$ cat src/rtl/instr_fetch_unit_if.sv
`default_nettype none
// ============================================================================
//  Module      : instr_fetch_unit_if
//  Description : Bus bundle for the instruction fetch unit.
//                Carries three groups of signals:
//                  - the req/ack instruction-memory port
//                  - the valid/ready decode port
//                  - redirect control and the queue occupancy
//                The master modport is the fetch unit side.
//                The slave modport is the memory/decode environment side.
//  Revision    : 1.0  initial release
// ============================================================================
interface instr_fetch_unit_if #(
    parameter int XLEN   = 32,
    parameter int QDEPTH = 4
);
    localparam int c_cnt_w = $clog2(QDEPTH) + 1;

    logic               imem_req;
    logic [XLEN-1:0]    imem_addr;
    logic               imem_ack;
    logic [XLEN-1:0]    imem_rdata;
    logic               inst_valid;
    logic [XLEN-1:0]    inst_data;
    logic [XLEN-1:0]    inst_pc;
    logic               inst_ready;
    logic               redirect;
    logic [XLEN-1:0]    redirect_pc;
    logic [c_cnt_w-1:0] q_count;

    modport master (
        output imem_req, imem_addr,
        input  imem_ack, imem_rdata,
        output inst_valid, inst_data, inst_pc,
        input  inst_ready,
        input  redirect, redirect_pc,
        output q_count
    );

    modport slave (
        input  imem_req, imem_addr,
        output imem_ack, imem_rdata,
        input  inst_valid, inst_data, inst_pc,
        output inst_ready,
        output redirect, redirect_pc,
        input  q_count
    );
endinterface
`default_nettype wire

$ cat src/rtl/instr_fetch_unit.sv
`default_nettype none
// ============================================================================
//  Module      : instr_fetch_unit
//  Description : Instruction fetch stage.
//                - Holds the fetch PC and issues one request at a time over
//                  a req/ack instruction-memory handshake.
//                - Buffers fetched words together with their PCs in a
//                  QDEPTH-entry prefetch queue.
//                - Presents the queue head to decode over valid/ready.
//                - A redirect flushes the queue and restarts fetch; a
//                  request already in flight is drained and its data dropped.
//  Ports       : clk, reset (synchronous, active-high)
//                bus.master : imem_req/imem_addr/imem_ack/imem_rdata,
//                             inst_valid/inst_data/inst_pc/inst_ready,
//                             redirect/redirect_pc, q_count
//  Revision    : 1.0  initial release
// ============================================================================
module instr_fetch_unit #(
    parameter int              XLEN     = 32,
    parameter logic [XLEN-1:0] RESET_PC = '0,
    parameter int              QDEPTH   = 4
) (
    input  wire logic          clk,
    input  wire logic          reset,
    instr_fetch_unit_if.master bus
);
    localparam int c_ptr_w = $clog2(QDEPTH);
    localparam int c_cnt_w = c_ptr_w + 1;

    localparam logic [1:0] c_idle  = 2'd0;
    localparam logic [1:0] c_wait  = 2'd1;
    localparam logic [1:0] c_drain = 2'd2;

    localparam logic [XLEN-1:0] c_align_mask = {{(XLEN-2){1'b1}}, 2'b00};
    localparam logic [XLEN-1:0] c_word_step  = XLEN'(4);

    logic [1:0]         r_state;
    logic [1:0]         w_state_nxt;
    logic [XLEN-1:0]    r_fetch_pc;
    logic [XLEN-1:0]    r_addr;
    logic [XLEN-1:0]    w_fetch_pc_nxt;
    logic [XLEN-1:0]    w_addr_nxt;

    logic [XLEN-1:0]    r_q_data [QDEPTH];
    logic [XLEN-1:0]    r_q_pc   [QDEPTH];
    logic [c_ptr_w-1:0] r_head;
    logic [c_ptr_w-1:0] r_tail;
    logic [c_cnt_w-1:0] r_count;

    logic               w_ack;
    logic               w_pop;
    logic               w_push;
    logic               w_space;
    logic [c_cnt_w-1:0] w_count_next;
    logic [XLEN-1:0]    w_addr_inc;
    logic [XLEN-1:0]    w_redir_pc;

    // An ack only means something while a request is actually outstanding.
    assign w_ack        = (r_state != c_idle) && bus.imem_ack;
    // Redirect voids any pop and any push in its cycle.
    assign w_pop        = (r_count != '0) && bus.inst_ready && !bus.redirect;
    assign w_push       = (r_state == c_wait) && w_ack && !bus.redirect;
    assign w_count_next = bus.redirect ? '0
                        : (r_count + c_cnt_w'(w_push) - c_cnt_w'(w_pop));
    // Space check uses next-cycle occupancy so a pop can open a slot for an
    // issue in the same cycle.
    assign w_space      = (w_count_next < c_cnt_w'(QDEPTH));
    assign w_addr_inc   = r_addr + c_word_step;
    assign w_redir_pc   = bus.redirect_pc & c_align_mask;

    // ------------------------------------------------------------------
    // State register
    // ------------------------------------------------------------------
    always_ff @(posedge clk) begin
        if (reset) begin
            r_state <= c_idle;
        end else begin
            r_state <= w_state_nxt;
        end
    end

    // ------------------------------------------------------------------
    // Next-state logic
    // ------------------------------------------------------------------
    always_comb begin
        w_state_nxt = r_state;
        case (r_state)
            c_idle: begin
                if (!bus.redirect && w_space) begin
                    w_state_nxt = c_wait;
                end
            end
            c_wait: begin
                if (bus.redirect) begin
                    // Data acked in the redirect cycle is simply dropped.
                    w_state_nxt = w_ack ? c_idle : c_drain;
                end else if (w_ack) begin
                    w_state_nxt = w_space ? c_wait : c_idle;
                end
            end
            c_drain: begin
                if (w_ack) begin
                    w_state_nxt = w_space ? c_wait : c_idle;
                end
            end
            default: w_state_nxt = c_idle;
        endcase
    end

    // ------------------------------------------------------------------
    // Request address / fetch PC update
    // ------------------------------------------------------------------
    always_comb begin
        w_fetch_pc_nxt = r_fetch_pc;
        w_addr_nxt     = r_addr;
        if (bus.redirect) begin
            w_fetch_pc_nxt = w_redir_pc;
        end
        case (r_state)
            c_idle: begin
                if (!bus.redirect && w_space) begin
                    w_addr_nxt = r_fetch_pc;
                end
            end
            c_wait: begin
                if (!bus.redirect && w_ack) begin
                    w_fetch_pc_nxt = w_addr_inc;
                    if (w_space) begin
                        w_addr_nxt = w_addr_inc;
                    end
                end
            end
            c_drain: begin
                // A redirect landing with the draining ack wins the new issue.
                if (w_ack && w_space) begin
                    w_addr_nxt = w_fetch_pc_nxt;
                end
            end
            default: ;
        endcase
    end

    // ------------------------------------------------------------------
    // Datapath registers and prefetch queue
    // ------------------------------------------------------------------
    always_ff @(posedge clk) begin
        if (reset) begin
            r_fetch_pc <= RESET_PC;
            r_addr     <= RESET_PC;
            r_head     <= '0;
            r_tail     <= '0;
            r_count    <= '0;
        end else begin
            r_fetch_pc <= w_fetch_pc_nxt;
            r_addr     <= w_addr_nxt;
            r_count    <= w_count_next;
            if (bus.redirect) begin
                r_head <= '0;
                r_tail <= '0;
            end else begin
                if (w_push) begin
                    r_q_data[r_tail] <= bus.imem_rdata;
                    r_q_pc[r_tail]   <= r_addr;
                    r_tail           <= r_tail + 1'b1;
                end
                if (w_pop) begin
                    r_head <= r_head + 1'b1;
                end
            end
        end
    end

    // ------------------------------------------------------------------
    // Outputs, all decoded from registers
    // ------------------------------------------------------------------
    assign bus.imem_req   = (r_state != c_idle);
    assign bus.imem_addr  = r_addr;
    assign bus.inst_valid = (r_count != '0);
    assign bus.inst_data  = (r_count != '0) ? r_q_data[r_head] : '0;
    assign bus.inst_pc    = (r_count != '0) ? r_q_pc[r_head]   : '0;
    assign bus.q_count    = r_count;

endmodule
`default_nettype wire

$ cat src/flat_wrapper.sv
// flat-port wrapper written by rule: the top's interface ports become plain ports
module instr_fetch_unit_flat 
#(
    parameter int              XLEN     = 32,
    parameter logic [XLEN-1:0] RESET_PC = '0,
    parameter int              QDEPTH   = 4
)
  (clk, reset, bus_imem_req, bus_imem_addr, bus_imem_ack, bus_imem_rdata, bus_inst_valid, bus_inst_data, bus_inst_pc, bus_inst_ready, bus_redirect, bus_redirect_pc, bus_q_count);
  instr_fetch_unit_if #(.XLEN(XLEN), .QDEPTH(QDEPTH)) bus_i ();
  input  wire logic clk;
  input  wire logic reset;
  output wire logic [$bits(bus_i.imem_req)-1:0] bus_imem_req;
  output wire logic [$bits(bus_i.imem_addr)-1:0] bus_imem_addr;
  input wire logic [$bits(bus_i.imem_ack)-1:0] bus_imem_ack;
  input wire logic [$bits(bus_i.imem_rdata)-1:0] bus_imem_rdata;
  output wire logic [$bits(bus_i.inst_valid)-1:0] bus_inst_valid;
  output wire logic [$bits(bus_i.inst_data)-1:0] bus_inst_data;
  output wire logic [$bits(bus_i.inst_pc)-1:0] bus_inst_pc;
  input wire logic [$bits(bus_i.inst_ready)-1:0] bus_inst_ready;
  input wire logic [$bits(bus_i.redirect)-1:0] bus_redirect;
  input wire logic [$bits(bus_i.redirect_pc)-1:0] bus_redirect_pc;
  output wire logic [$bits(bus_i.q_count)-1:0] bus_q_count;
  assign bus_imem_req = bus_i.imem_req;
  assign bus_imem_addr = bus_i.imem_addr;
  assign bus_i.imem_ack = bus_imem_ack;
  assign bus_i.imem_rdata = bus_imem_rdata;
  assign bus_inst_valid = bus_i.inst_valid;
  assign bus_inst_data = bus_i.inst_data;
  assign bus_inst_pc = bus_i.inst_pc;
  assign bus_i.inst_ready = bus_inst_ready;
  assign bus_i.redirect = bus_redirect;
  assign bus_i.redirect_pc = bus_redirect_pc;
  assign bus_q_count = bus_i.q_count;
  instr_fetch_unit #(.XLEN(XLEN), .RESET_PC(RESET_PC), .QDEPTH(QDEPTH)) u_core (.clk(clk), .reset(reset), .bus(bus_i));
endmodule
$ cat config.mk
export PLATFORM = sky130hd
export DESIGN_NAME = instr_fetch_unit_flat
export DESIGN_NICKNAME = d
export VERILOG_FILES = /design/src/rtl/instr_fetch_unit_if.sv /design/src/rtl/instr_fetch_unit.sv /design/src/flat_wrapper.sv
export SDC_FILE = /design/constraint.sdc
export NUM_CORES = 1
export LEC_CHECK = 0
export CAP_MARGIN = 30
export CORE_UTILIZATION = 55
export DETAILED_ROUTE_END_ITERATION = 7
export PLACE_DENSITY = 0.88
export SLEW_MARGIN = 20
export SYNTH_ARGS = -nofsm -noshare
export SYNTH_HDL_FRONTEND = slang
export SYNTH_SLANG_ARGS = --single-unit
$ cat constraint.sdc
create_clock -name clk -period 9.14 [get_ports clk]
set_clock_uncertainty 0.15 [all_clocks]
set_input_delay 1.371 -clock clk [delete_from_list [all_inputs] [get_ports clk]]
set_output_delay 1.371 -clock clk [all_outputs]
set_load 0.01 [all_outputs]
==> results <==
- The total half-perimeter wirelength after legalization and detailed placement is 19700 µm.
- The number of antenna violations at the first check in global routing was 0.
- The first-pass GRT wire length is 51100 µm.
- The number of nets in the synthesized netlist is 1095.
- The first detailed-routing pass ran for 6 iterations.
- The initial core utilization is 56.60%.
- The number of synthesized flops with an enable pin is 256.
- The clock tree buffer depth is 3.
- The root buffer cell chosen for the clock tree is clkbuf_16.
- The total of hold buffers inserted after clock tree synthesis is 0.
- The post-synthesis instance area is 0.01442 mm².
- The floorplan die area is 0.02686 mm².
- The number of global-route vias before repair came to 9308.
- Setup repair after global routing left no endpoint under its margin.
- After the first detailed-routing iteration, the DRC count stood at 993.
- The simple-gate area share of the yosys netlist is 11.14%.
- Along the worst hold path, the cell count comes to 2.
- The setup violation total in the final timing report is 0.
- Before CTS, the worst setup slack after placement is 2620 ps.
- For this design the top-level I/O count stands at 170.
- The total count of max-transition violations in the final report is 0.
- The async set or reset register ratio after synthesis is 0%.
- Routability-driven placement finished with a final weighted congestion of 0.8057.
- Measured against its own limit, the worst slew margin works out to 38.74%.
- The worst register-to-register path has a depth of 14.
- The run finished with clean final reports.
- The number of maximum-capacitance violations is 0.
- The die is 163.9 µm wide.
- STA classifies the critical path endpoint as a flip-flop.
- After synthesis, the cell types taking the most area are edfxtp_1 53%, dfxtp_1 10%, mux4_2 10%.
- Yosys printed 0 warnings.
- The worst-case IR drop observed on VDD is 0.1394 mV.
- The tightest min-delay check is of the flip-flop to flip-flop type.
- The startpoint-to-endpoint class of the critical path is input port to flip-flop.
- The number of instances in the synthesized netlist is 1014.
- Entering global routing, the biggest net connects 83 pins.
- The total routing resource utilization after global routing is 25.22%.
- The area growth from synthesis to layout is 23.24%.
- After synthesis the netlist holds a flip-flop and latch count of 331.
- In this run, CTS created clock tree buffers numbering 35.
- Summing internal, switching and leakage power gives 0.003451 W.
- The leading register cell type out of synthesis is edfxtp_1.
- The core region is 0.02547 mm².
- The transition time at the pin with the least slew margin is 917.6 ps.
- STA classifies the critical path startpoint as an input port.
- In the routed design, unresolved DRC markers number 0.
- After Yosys synthesis, full adders, half adders and majority gates account for 1.094% of the synthesized area.
- The mux contribution to synthesized area is 12.58%.
- Of the post-synthesis cell area, the dominant cell type holds 53.32%.
- 0 antenna diodes ended up in the layout.
- The total congestion overflow after global routing is 0.
- The buffer count from post-CTS setup fixing is 0.
- The number of nets with antenna violations after routing is 0.
- After clock tree synthesis, the clock-pin slew on the worst setup and hold paths is 60 ps.
- The detailed-route via count is 9387.
- The net total in the final layout is 1250.
- Of all cell types, the one taking the most synthesized area is edfxtp_1.
- The final layout contains routed wiring with a total length of 33300 µm.
- The ratio of final minimum period to clock period is 66.39%.
- The floorplan step set the die height to 163.9 µm.
- Of all nets on the critical path, the largest fanout is 50.
- Clock latency on the worst-skew pair, taken at its later pin, is 520 ps.
- The critical path data required time is 9360 ps.
- The number of placement rows is 58.
- In the routed layout, each cell is associated on average with a via count of 6.151.
- The level count of the clock H-tree is 2.
- A synthesized cell averages 14.22 µm².
- In this run the power density over the cells is 194.3 mW/mm².
- The share of cells above drive strength 1 is 15.80%.
- Summed over all failing endpoints, the final setup total negative slack is 0 ps.
- At the worst endpoint, the arrival time is 6290 ps.
- The combinational family with the most area after synthesis is multiplexers.
- Gates resized during post-CTS repair numbered 0.
- The achievable clock frequency is 164.8 MHz.
- The total of buffers placed on input and output ports is 167.
- The area fraction in compound gates after synthesis is 7.160%.
- The routed length per placed instance is 21.82 µm.
- After synthesis, flip-flops and latches occupy 63.74% of the total area.
- The clock tree from TritonCTS is done.
- Once routing completed, OpenROAD measured the worst setup slack at 3072 ps.
- The analysis attributes to cell leakage a power of 5.770 nW.
- The synthesized netlist contains 63 unique library cells.
- The final hold violation count is 0.
- The minimum period implied by the final worst setup slack is 6068 ps.
- The post-synthesis xor/xnor area fraction is 1.918%.
- The clock sink total is 331.
sequential cells by signal, summed over array words and instances (netlist names), named ones only:
name and cells:
u_core.r_q_data 128, u_core.r_q_pc 128, u_core.bus.imem_addr 32, u_core.r_fetch_pc 32
u_core.bus.q_count 3, u_core.r_head 2, u_core.r_state 2, u_core.r_tail 2
through the flow:
step	utilization (%)	instance area (µm²)	std cells	hold slack, ps
finish	69.75	17770	1526	347.0
CTS	69.41	17680	1522	338.6
global route	69.75	17770	1526	373.1
global placement	64.06	16320	1453	317.0
detailed placement	64.48	16420	1458	330.4
floorplan	-	14420	1014	304.2
cell families after synthesis:
kind of cell	count (synthesis)
AO/OA/AOI/OAI	147
XOR/XNOR	30
adder cells (fa/ha/maj)	12
buffers and inverters	89
flip-flops	331
multiplexers	98
AND/OR/NAND/NOR	307
power by group:
part	leakage, nW	internal [W]	switching (W)
clock network	0.604	0.000941	0.000574
registers	2.95	0.00165	0.0000491
logic	2.22	0.000113	0.000125
total	5.77	0.00270	0.000748
area by class of cell:
| type | count | area (µm²) |
|---|---|---|
| Tap cell | 330 | 412.9 |
| Clock inverter | 22 | 312.8 |
| Fill cell | 1676 | 7705 |
| Multi-Input combinational cell | 594 | 4903 |
| Clock buffer | 42 | 943.4 |
| Timing Repair Buffer | 183 | 1908 |
| Sequential cell | 331 | 9196 |
| Inverter | 24 | 90.09 |
path summary, 6_finish.rpt:
kind	startpoint	to	slack, ps
setup / recovery	bus_imem_ack	u_core.bus.imem_addr[9]	3070
hold / removal	u_core.r_fetch_pc[7]	u_core.bus.imem_addr[7]	350
setup reg to reg	u_core.r_state[0]	u_core.bus.imem_addr[9]	3610
hold reg to reg	u_core.r_fetch_pc[7]	u_core.bus.imem_addr[7]	350
Yosys cell counts, drive strengths merged, types with 11 or more instances:
library cell  count
nor3             23
a211oi           24
clkbuf           49
xnor2            16
nor2             84
xor2             13
buf              16
a21oi            39
mux4             64
nand4            18
dfxtp            75
edfxtp          256
mux2             25
nand2            42
and2             70
a221oi           11
nand3            18
o21ai            18
ha               11
inv              23
critical path: stages:
cell and delay (ps):
clkdlybuf4s50_1 520, nand2b_1 140, nor2_1 420, nand2_1 510, inv_2 850, ha_1 300
fa_1 220, xnor3_1 300, nor3_2 360, o21a_1 710, buf_6 250, mux2i_1 200
o41ai_1 100
layout by cell type, fill, tap and decap left out, drive strengths merged, types with 11 or more instances in the layout:
| master | n |
|---|---|
| mux2 | 25 |
| edfxtp | 256 |
| nand3 | 18 |
| buf | 17 |
| nand2 | 42 |
| dfxtp | 75 |
| clkdlybuf4s50 | 165 |
| and2 | 70 |
| a221oi | 11 |
| nand4 | 18 |
| nor3 | 23 |
| a211oi | 24 |
| a21oi | 39 |
| mux4 | 64 |
| clkinv | 12 |
| clkbuf | 43 |
| xor2 | 13 |
| xnor2 | 16 |
| inv | 24 |
| ha | 11 |
| o21ai | 18 |
| nor2 | 84 |
metal layers:
| layer | GRT usage (%) | vias to the layer above | part of all wire [%] | wire length, µm |
|---|---|---|---|---|
| met2 | 41.89 | 474 | 49 | 16330 |
| met3 | 4.116 | 72 | 8.0 | 2662 |
| li1 | - | 4210 | - | - |
| met1 | 33.56 | 4631 | 40 | 13400 |
| met5 | 0 | - | 0 | 0 |
| met4 | 9.343 | 0 | 2.7 | 914 |
No activity file was read; power rests on OpenSTA's default activity.
